<file path="config.mk">
export PLATFORM = sky130hd
export DESIGN_NAME = mem_wb_stage
export DESIGN_NICKNAME = d
export VERILOG_FILES = /design/src/rtl/pipe_pkg.sv /design/src/rtl/mem_handshake.sv /design/src/rtl/mem_wb_stage.sv
export SDC_FILE = /design/constraint.sdc
export NUM_CORES = 1
export LEC_CHECK = 0
export ABC_AREA = 0
export BUFFER_PORTS_ARGS = -buffer_cell sky130_fd_sc_hd__buf_2
export CAP_MARGIN = 10
export CORE_UTILIZATION = 42
export CTS_CLUSTER_DIAMETER = 200
export CTS_CLUSTER_SIZE = 16
export DETAILED_ROUTE_END_ITERATION = 8
export PLACE_DENSITY = 0.87
export SLEW_MARGIN = 0
export SYNTH_ARGS = -nofsm -noshare
export SYNTH_HDL_FRONTEND = slang
export SYNTH_SLANG_ARGS = --single-unit
</file>
<file path="constraint.sdc">
create_clock -name clk -period 1.7 [get_ports clk]
set_input_delay 0.085 -clock clk [delete_from_list [all_inputs] [get_ports clk]]
set_output_delay 0.085 -clock clk [all_outputs]
set_load 0.01 [all_outputs]
</file>
<file path="src/rtl/pipe_pkg.sv">
// Shared definitions for the pipeline back end: widths, the register-0 index,
// the memory-handshake state encoding and the register-write qualifier.
package pipe_pkg;

    localparam int REG_W  = 5;
    localparam int DATA_W = 32;

    localparam logic [REG_W-1:0] REG_ZERO = 5'd0;

    typedef enum logic [0:0] {
        ST_IDLE   = 1'b0,
        ST_ACCESS = 1'b1
    } mem_state_e;

    // Register 0 is hardwired, so a write to it never counts as a write.
    function automatic logic writes_reg(input logic             valid,
                                        input logic             reg_wr,
                                        input logic [REG_W-1:0] dest);
        return valid & reg_wr & (dest != REG_ZERO);
    endfunction

endpackage

</file>
<file path="src/rtl/mem_handshake.sv">
// Memory req/ack sequencer: access FSM, timeout counter, pipeline stall and
// the sticky bus-error flag.
module mem_handshake
    import pipe_pkg::*;
#(
    parameter int TIMEOUT_CYCLES = 64
) (
    input  logic clk,
    input  logic rst_n,
    input  logic ex_mem_op,
    input  logic ex_we,
    input  logic m_we,
    input  logic mem_ack,
    output logic mem_req,
    output logic mem_we,
    output logic stall,
    output logic bus_err,
    output logic acc_done,
    output logic abort
);

    localparam int CNT_W = $clog2(TIMEOUT_CYCLES) + 1;
    localparam logic [CNT_W-1:0] CNT_LAST = CNT_W'(TIMEOUT_CYCLES - 1);

    mem_state_e       state_r;
    logic [CNT_W-1:0] cnt_r;
    logic             pend_r;
    logic             req_r;
    logic             we_r;
    logic             bus_err_r;

    logic in_access_s;
    logic timeout_s;
    logic acc_done_s;
    logic abort_s;
    logic stall_s;

    // Decode completion, timeout and stall from the current state.
    always_comb begin
        in_access_s = (state_r == ST_ACCESS);
        timeout_s   = in_access_s & (cnt_r == CNT_LAST);
        acc_done_s  = in_access_s & mem_ack;
        abort_s     = timeout_s & ~mem_ack;
        // A memory op captured on the completion edge of the previous one
        // waits one idle cycle (pend_r) so that mem_req visibly drops.
        if (in_access_s) begin
            stall_s = ~mem_ack & ~timeout_s;
        end else begin
            stall_s = pend_r;
        end
    end

    // Access FSM with timeout counter and registered request strobes.
    always_ff @(posedge clk) begin
        if (!rst_n) begin
            state_r   <= ST_IDLE;
            cnt_r     <= {CNT_W{1'b0}};
            pend_r    <= 1'b0;
            req_r     <= 1'b0;
            we_r      <= 1'b0;
            bus_err_r <= 1'b0;
        end else begin
            if (abort_s) begin
                bus_err_r <= 1'b1;
            end
            case (state_r)
                ST_IDLE: begin
                    if (pend_r | ex_mem_op) begin
                        state_r <= ST_ACCESS;
                        cnt_r   <= {CNT_W{1'b0}};
                        req_r   <= 1'b1;
                        we_r    <= pend_r ? m_we : ex_we;
                        pend_r  <= 1'b0;
                    end
                end
                ST_ACCESS: begin
                    if (acc_done_s | timeout_s) begin
                        state_r <= ST_IDLE;
                        req_r   <= 1'b0;
                        we_r    <= 1'b0;
                        pend_r  <= ex_mem_op;
                    end else begin
                        cnt_r <= cnt_r + CNT_W'(1);
                    end
                end
                default: begin
                    state_r <= ST_IDLE;
                    cnt_r   <= {CNT_W{1'b0}};
                    pend_r  <= 1'b0;
                    req_r   <= 1'b0;
                    we_r    <= 1'b0;
                end
            endcase
        end
    end

    assign mem_req  = req_r;
    assign mem_we   = we_r;
    assign stall    = stall_s;
    assign bus_err  = bus_err_r;
    assign acc_done = acc_done_s;
    assign abort    = abort_s;

endmodule

</file>
<file path="src/rtl/mem_wb_stage.sv">
// Memory / write-back back end: M and WB pipeline registers, load-data mux,
// forward tap and register-file write port.
module mem_wb_stage
    import pipe_pkg::*;
#(
    parameter int TIMEOUT_CYCLES = 64
) (
    input  logic              clk,
    input  logic              rst_n,
    input  logic              ex_valid,
    input  logic [DATA_W-1:0] ex_result,
    input  logic [DATA_W-1:0] ex_store_data,
    input  logic [REG_W-1:0]  ex_dest,
    input  logic              ex_reg_wr,
    input  logic              ex_mem_rd,
    input  logic              ex_mem_wr,
    output logic              mem_req,
    output logic              mem_we,
    output logic [DATA_W-1:0] mem_addr,
    output logic [DATA_W-1:0] mem_wdata,
    input  logic [DATA_W-1:0] mem_rdata,
    input  logic              mem_ack,
    output logic              stall,
    output logic              REG_WR,
    output logic [REG_W-1:0]  DIR_WR,
    output logic [DATA_W-1:0] DI,
    output logic              m_fwd_valid,
    output logic [REG_W-1:0]  m_fwd_dest,
    output logic [DATA_W-1:0] m_fwd_data,
    output logic              bus_err
);

    logic              m_valid_r;
    logic [DATA_W-1:0] m_result_r;
    logic [DATA_W-1:0] m_store_data_r;
    logic [REG_W-1:0]  m_dest_r;
    logic              m_reg_wr_r;
    logic              m_mem_rd_r;
    logic              m_mem_wr_r;
    logic              m_fwd_valid_r;

    logic              reg_wr_r;
    logic [REG_W-1:0]  dir_wr_r;
    logic [DATA_W-1:0] di_r;

    logic stall_s;
    logic acc_done_s;
    logic abort_s;
    logic ex_mem_op_s;
    logic ex_we_s;
    logic m_we_s;

    // A simultaneous read and write request is treated as a read.
    assign ex_mem_op_s = ex_valid & (ex_mem_rd | ex_mem_wr);
    assign ex_we_s     = ex_mem_wr & ~ex_mem_rd;
    assign m_we_s      = m_mem_wr_r & ~m_mem_rd_r;

    mem_handshake #(
        .TIMEOUT_CYCLES(TIMEOUT_CYCLES)
    ) u_mem_handshake (
        .clk      (clk),
        .rst_n    (rst_n),
        .ex_mem_op(ex_mem_op_s),
        .ex_we    (ex_we_s),
        .m_we     (m_we_s),
        .mem_ack  (mem_ack),
        .mem_req  (mem_req),
        .mem_we   (mem_we),
        .stall    (stall_s),
        .bus_err  (bus_err),
        .acc_done (acc_done_s),
        .abort    (abort_s)
    );

    // M register: captures the execute stage whenever the pipeline advances.
    always_ff @(posedge clk) begin
        if (!rst_n) begin
            m_valid_r      <= 1'b0;
            m_result_r     <= {DATA_W{1'b0}};
            m_store_data_r <= {DATA_W{1'b0}};
            m_dest_r       <= REG_ZERO;
            m_reg_wr_r     <= 1'b0;
            m_mem_rd_r     <= 1'b0;
            m_mem_wr_r     <= 1'b0;
            m_fwd_valid_r  <= 1'b0;
        end else if (!stall_s) begin
            m_valid_r      <= ex_valid;
            m_result_r     <= ex_result;
            m_store_data_r <= ex_store_data;
            m_dest_r       <= ex_dest;
            m_reg_wr_r     <= ex_reg_wr;
            m_mem_rd_r     <= ex_mem_rd;
            m_mem_wr_r     <= ex_mem_wr;
            // Load results are not known yet, so loads never forward from M.
            m_fwd_valid_r  <= writes_reg(ex_valid, ex_reg_wr & ~ex_mem_rd, ex_dest);
        end
    end

    // WB register: bubble while stalled, aborted accesses retire silently.
    always_ff @(posedge clk) begin
        if (!rst_n) begin
            reg_wr_r <= 1'b0;
            dir_wr_r <= REG_ZERO;
            di_r     <= {DATA_W{1'b0}};
        end else if (!stall_s) begin
            reg_wr_r <= writes_reg(m_valid_r & ~abort_s, m_reg_wr_r, m_dest_r);
            dir_wr_r <= m_dest_r;
            di_r     <= (acc_done_s & m_mem_rd_r) ? mem_rdata : m_result_r;
        end else begin
            reg_wr_r <= 1'b0;
        end
    end

    assign stall       = stall_s;
    assign mem_addr    = m_result_r;
    assign mem_wdata   = m_store_data_r;
    assign m_fwd_valid = m_fwd_valid_r;
    assign m_fwd_dest  = m_dest_r;
    assign m_fwd_data  = m_result_r;
    assign REG_WR      = reg_wr_r;
    assign DIR_WR      = dir_wr_r;
    assign DI          = di_r;

endmodule

</file>
== After elaboration in Yosys (flattened, before gate mapping) ==
Cells that the tools add are included.
Cells by class
  bitwise gates (word level): 24
  eq/ne operators: 4
  mux-type cells: 17
  $add $sub $neg: 1
  reductions and logical operators: 5
Operator list (number)
  2-to-1 mux 32 bit: 1
  AND 1 bit: 14
  2-to-1 mux 7 bit: 2
  one-hot mux 7 bit (2 select lines): 1
  nonzero test 5 bit: 2
  2-to-1 mux 1 bit: 9
  one-hot mux 1 bit (2 select lines): 4
  adder 7 x 1 -> 7 bit, second input constant: 1
  equality test 7 x 6 -> 1 bit, second input constant: 1
  inverter 1 bit: 7
  inequality test 2 bit, second input constant: 2
  AND reduction 2 bit: 2
  OR 1 bit: 3
  inequality test 2 x 1 -> 1 bit, second input constant: 1
  OR reduction 2 bit: 1
Word-level totals
  input port bits: 108
  output and inout port bits: 144
  flip-flop bits (word level): 124
  word-level logic and storage cells: 68

== Depth between registers and ports, before layout ==
  word-level depth: 7
  mapped depth: 7
  mapped depth without buffers: 6

== By module ==
Synthesis repeated with hierarchy kept, for this count alone.
Unflattened totals
  cells, all modules: 509
  area total of the unflattened synthesis: 5253.8 µm²
By module, submodules not included
  mem_wb_stage: instances 1, cells each 441, area an instance 4692.0 µm², sequential area each 2242.2 µm²
  mem_handshake: instances 1, cells each 68, area an instance 561.8 µm², sequential area each 240.2 µm²

== Least setup slack after synthesis ==
Ideal clock, no wire load.
  path type: flip-flop to flip-flop
  start point: register u_mem_handshake.cnt_r[0]
  end point: register m_fwd_valid_r (netlist: m_fwd_valid)
  buffers on the path: 0
  data required time: 1.630 ns
  stages on the path, launching flop included: 7
  clock period less this slack: 1.846 ns
  arrival: 1.776 ns
  path slack: -0.146 ns
  setup time: 0.070 ns
  path through: dfxtp_1 ha_1 nand4b_1 o211ai_2 inv_2 or4_1 a21boi_1
Between the ends
  word-level cells in the longest chain between the ends: 5
RTL lines
  from (decl): RTL line mem_handshake.sv:26  | logic [CNT_W-1:0] cnt_r;
  from (signal assigned): RTL line mem_handshake.sv:57  | cnt_r <= {CNT_W{1'b0}};
  from (signal assigned): RTL line mem_handshake.sv:70  | cnt_r <= {CNT_W{1'b0}};
  from (signal assigned): RTL line mem_handshake.sv:83  | cnt_r <= cnt_r + CNT_W'(1);
  equality test 7 x 6 -> 1 bit: RTL line mem_handshake.sv:41  | timeout_s = in_access_s & (cnt_r == CNT_LAST);
  AND 1 bit: RTL line mem_handshake.sv:41
  inverter 1 bit: RTL line mem_handshake.sv:47  | stall_s = ~mem_ack & ~timeout_s;
  AND 1 bit: RTL line mem_handshake.sv:47
  2-to-1 mux 1 bit: RTL line mem_handshake.sv:46  | if (in_access_s) begin
  to (signal assigned): RTL line mem_wb_stage.sv:95  | m_fwd_valid_r <= writes_reg(ex_valid, ex_reg_wr & ~ex_mem_rd, ex_dest);
  to (decl): RTL line mem_wb_stage.sv:40  | logic m_fwd_valid_r;
Every way passes these cells.
A chain may end at the register's enable or synchronous reset.

== Final worst setup path ==
  start point: register u_mem_handshake.cnt_r[1]
  end point: output stall
Between the ends
  word-level cells in the longest chain between the ends: 5
RTL lines
  equality test 7 x 6 -> 1 bit: RTL line mem_handshake.sv:41
  AND 1 bit: RTL line mem_handshake.sv:41
  inverter 1 bit: RTL line mem_handshake.sv:47
  AND 1 bit: RTL line mem_handshake.sv:47
  2-to-1 mux 1 bit: RTL line mem_handshake.sv:46
  to (decl): RTL line mem_wb_stage.sv:23  | output logic stall,
Every way passes these cells.

==> impl_metrics.csv <==
group,metric,value,unit
synth,yosys.cell_types.count,36,
clock_tree,cts_buffers,17,
setup_path,setup.worst_path.class,"register to output port",
drt,dr_wl_met3,1070,um
sta,finalClockSkew,0.00814,ns
global_routing,grt-ovfl-total,0,
sta,grt_setup_unrepaired,"yes",
global_routing,grt.total_usage,25.1,%
sta,fin_crit,1.76,ns
min_path,hold_path_startpoint,"mem_rdata[4]",
drt,drc,0,
clock_tree,root_buffer,"clkbuf_16",
synth,postSynthCellCount,594,
synth,ys_warn_count,0,
drt,avgRoutedWirePerCell,15.6,um
clock_tree,cts.sinks,124,
drt,drtPass1Iterations,5,
min_path,holdPathEnd,"DI[4]",
drt,viasPerCell,5.04,
power,seqPwrFrac,41.4,%
die,io-pin-count,252,
place,finalWeightedCongestion,0.824,
finish,area_growth,53.9,%
finish,final_common_cell,"buf_2",
setup_path,crit_path_start_kind,"register",
power,leakagePower,4.35,nW
drt,first_iter_violations,447,
setup_path,worstPathArrival,1.68,ns
die,initial_core_util,43.3,%
global_routing,grt_pass1_vias,5229,
setup_path,r2r_start,"u_mem_handshake.cnt_r[1]",
clock_tree,htree_levels,4,
drt,wl_met2,8870,um
power,peakVddDrop,0.679,mV
clock_tree,cts.clk_slew.worst_paths,0.06,ns
synth,netlist.area_leader.share,47.5,%
power,comb_power_share,18.7,%
sta,worst_slack,-0.0647,ns
sta,fmax,567,MHz
power,power_density,992,nW/um^2
power,total_power,0.00798,W
synth,synth_top_area_cell,"dfxtp_1",
die,fp-row-count,40,
drt,top_layer,"met4",
synth,synth_top_cells_by_area,"dfxtp_1, nand2_1, a21boi_0, mux2i_1, o211a_1",
synth,syn_area_per_cell,8.79,um^2
sta,finalSetupViolations,1,
place,port_buffers,251,
synth,yosysSeqAreaShare,47.5,%
sta,finalCritPeriodShare,104,%
synth,syn-cell-area,5220,um^2
min_path,hold_depth,4,
setup_path,reg2reg_depth,8,
sta,final_hold_viol_count,0,
global_routing,grt_pass1_wl,25200,um
power,clock_power_share,40.0,%
setup_path,required,1.62,ns
die,die-area,12900,um^2
job,cap_violations,0,
synth,syn_nets,703,
setup_path,r2r_slack,0.01,ns
finish,drive_gt1_share,35.5,%
drt,drt-total-wl,16700,um
die,chipHeight,114,um
min_path,hp-class,"input port to register",
die,die_x,114,um
sta,worst_pin_slew,0.502,ns
clock_tree,cts_tree,"yes",
power,switching_share,26.2,%
place,place_hpwl,9520,um
finish,final_cell_mix,"buf_2, nand2_1, dfxtp_1",
setup_path,r2r-end,"mem_wdata[8]",
power,switching_power,0.00209,W
clock_tree,clock_latency,0.41,ns
clock_tree,clockBufferDepth,2,
outcome,outcome,"complete, but fails checks",
finish,nets,1006,
die,core_area,12100,um^2
sta,whs,0.0233,ns
sta,slew-limit-headroom,66.5,%
power,internal-power,0.00588,W
setup_path,path_max_fanout,4,
place,dp_slack,-0.0184,ns
sta,maxSlewViolCount,0,
outcome,violations,"negative setup slack",
global_routing,grt_max_degree,74,
drt,vias,5413,
finish,antenna_cells,0,
setup_path,end_kind,"output port",
global_routing,grt_antenna_before_repair,0,
drt,drt-met1-wl,6260,um
drt,ant_nets,0,
synth,ys_ff_latch,124,
## per-layer routing
layer	global-route usage, %	up-vias
li1	-	2577
met1	26.5	2542
met2	45.0	243
met3	7.12	51
met4	13.3	0
met5	0	-
## cell families after synthesis
kind of cell               Yosys count  share of synthesized area (%)
and+or+nand+nor                    224                           17.2
AOI/OAI and AO/OA                  134                           20.7
DFF                                124                           47.5
buffers and inverters               78                           8.07
muxes                               33                           6.32
adders and majority gates            1                          0.240
## sequential cells by signal, summed over array words and instances, names as in the netlist, 5 cells and up
signal and count:
DI 32, DIR_WR 5, m_fwd_data 32, mem_wdata 32, m_fwd_dest 5, u_mem_handshake.cnt_r 7
## per-stage QoR
step                      util [%]  setup TNS (ns)  instances  area (um^2)
after floorplan                  -          -0.679        594         5240
after global placement        54.3               0        962         6550
after detailed placement      54.3         -0.0362        962         6550
after CTS                     65.6         -0.0574       1070         7910
after global routing          66.6          -0.599       1074         8040
final                         66.6         -0.0647       1074         8040
## how the worst max path moves through the flow
stage / from / to / slack, ns / depth (start not counted)
final: u_mem_handshake.cnt_r[1] / stall / -0.06 / 6
after global routing: u_mem_handshake.cnt_r[1] / stall / -0.11 / 6
after CTS: u_mem_handshake.cnt_r[0] / m_fwd_data[10] / -0.02 / 7
after detailed placement: u_mem_handshake.cnt_r[0] / m_fwd_data[10] / -0.02 / 7
after global placement: u_mem_handshake.cnt_r[0] / DI[7] / 0.06 / 7
after floorplan: u_mem_handshake.cnt_r[1] / m_fwd_valid / -0.04 / 6
## power by group through the flow
stage / clock network [W] / registers, W / logic, W
after detailed placement: 0 / 0.00335 / 0.00121
after global placement: 0 / 0.00334 / 0.00119
after CTS: 0.00323 / 0.00329 / 0.00140
after global routing: 0.00338 / 0.00332 / 0.00162
final: 0.00319 / 0.00330 / 0.00149
after floorplan: 0 / 0.00344 / 0.000624
## Yosys cell counts, drive strengths merged
master and number:
mux2i 33, inv 5, o211a 32, or4 3
and2 1, nand2 200, clkbuf 31, o21ai 6
nand3 6, a21oi 2, a211oi 1, o22ai 2
nor2b 1, nor2 4, or3b 1, and3 1
o31a 2, a21boi 79, nand4 3, nor4b 1
dfxtp 124, o32ai 1, o31ai 1, o211ai 3
buf 42, ha 1, or2 1, o2111ai 2
o21a 2, o41a 1, nand4b 2
## worst max-delay path, cell delays in order (launching register included)
cell and delay [ns]:
dfxtp_4 0.36, ha_4 0.13, nand4b_1 0.16, o211ai_4 0.26, inv_2 0.10, buf_12 0.14
buf_6 0.11
## layout make-up
class / instances / area [um^2]
fillers: 920 / 4030
flip-flops and latches: 124 / 2490
repair buffers: 357 / 2420
multi-input cells: 392 / 2380
clock buffers: 26 / 509
well taps: 168 / 210
inverters: 5 / 18.8
clock inverters: 2 / 10.0
## what timing repair did
item	4_1_cts	5_1_grt
buffers inserted	6	2
setup endpoints to repair	11	110
pin swaps	3	4
gates cloned	1	2
endpoints found under the hold margin	74	0
hold buffers	73	0
resized for setup	9	24
Note: power is estimated with default switching activity, not from simulation.
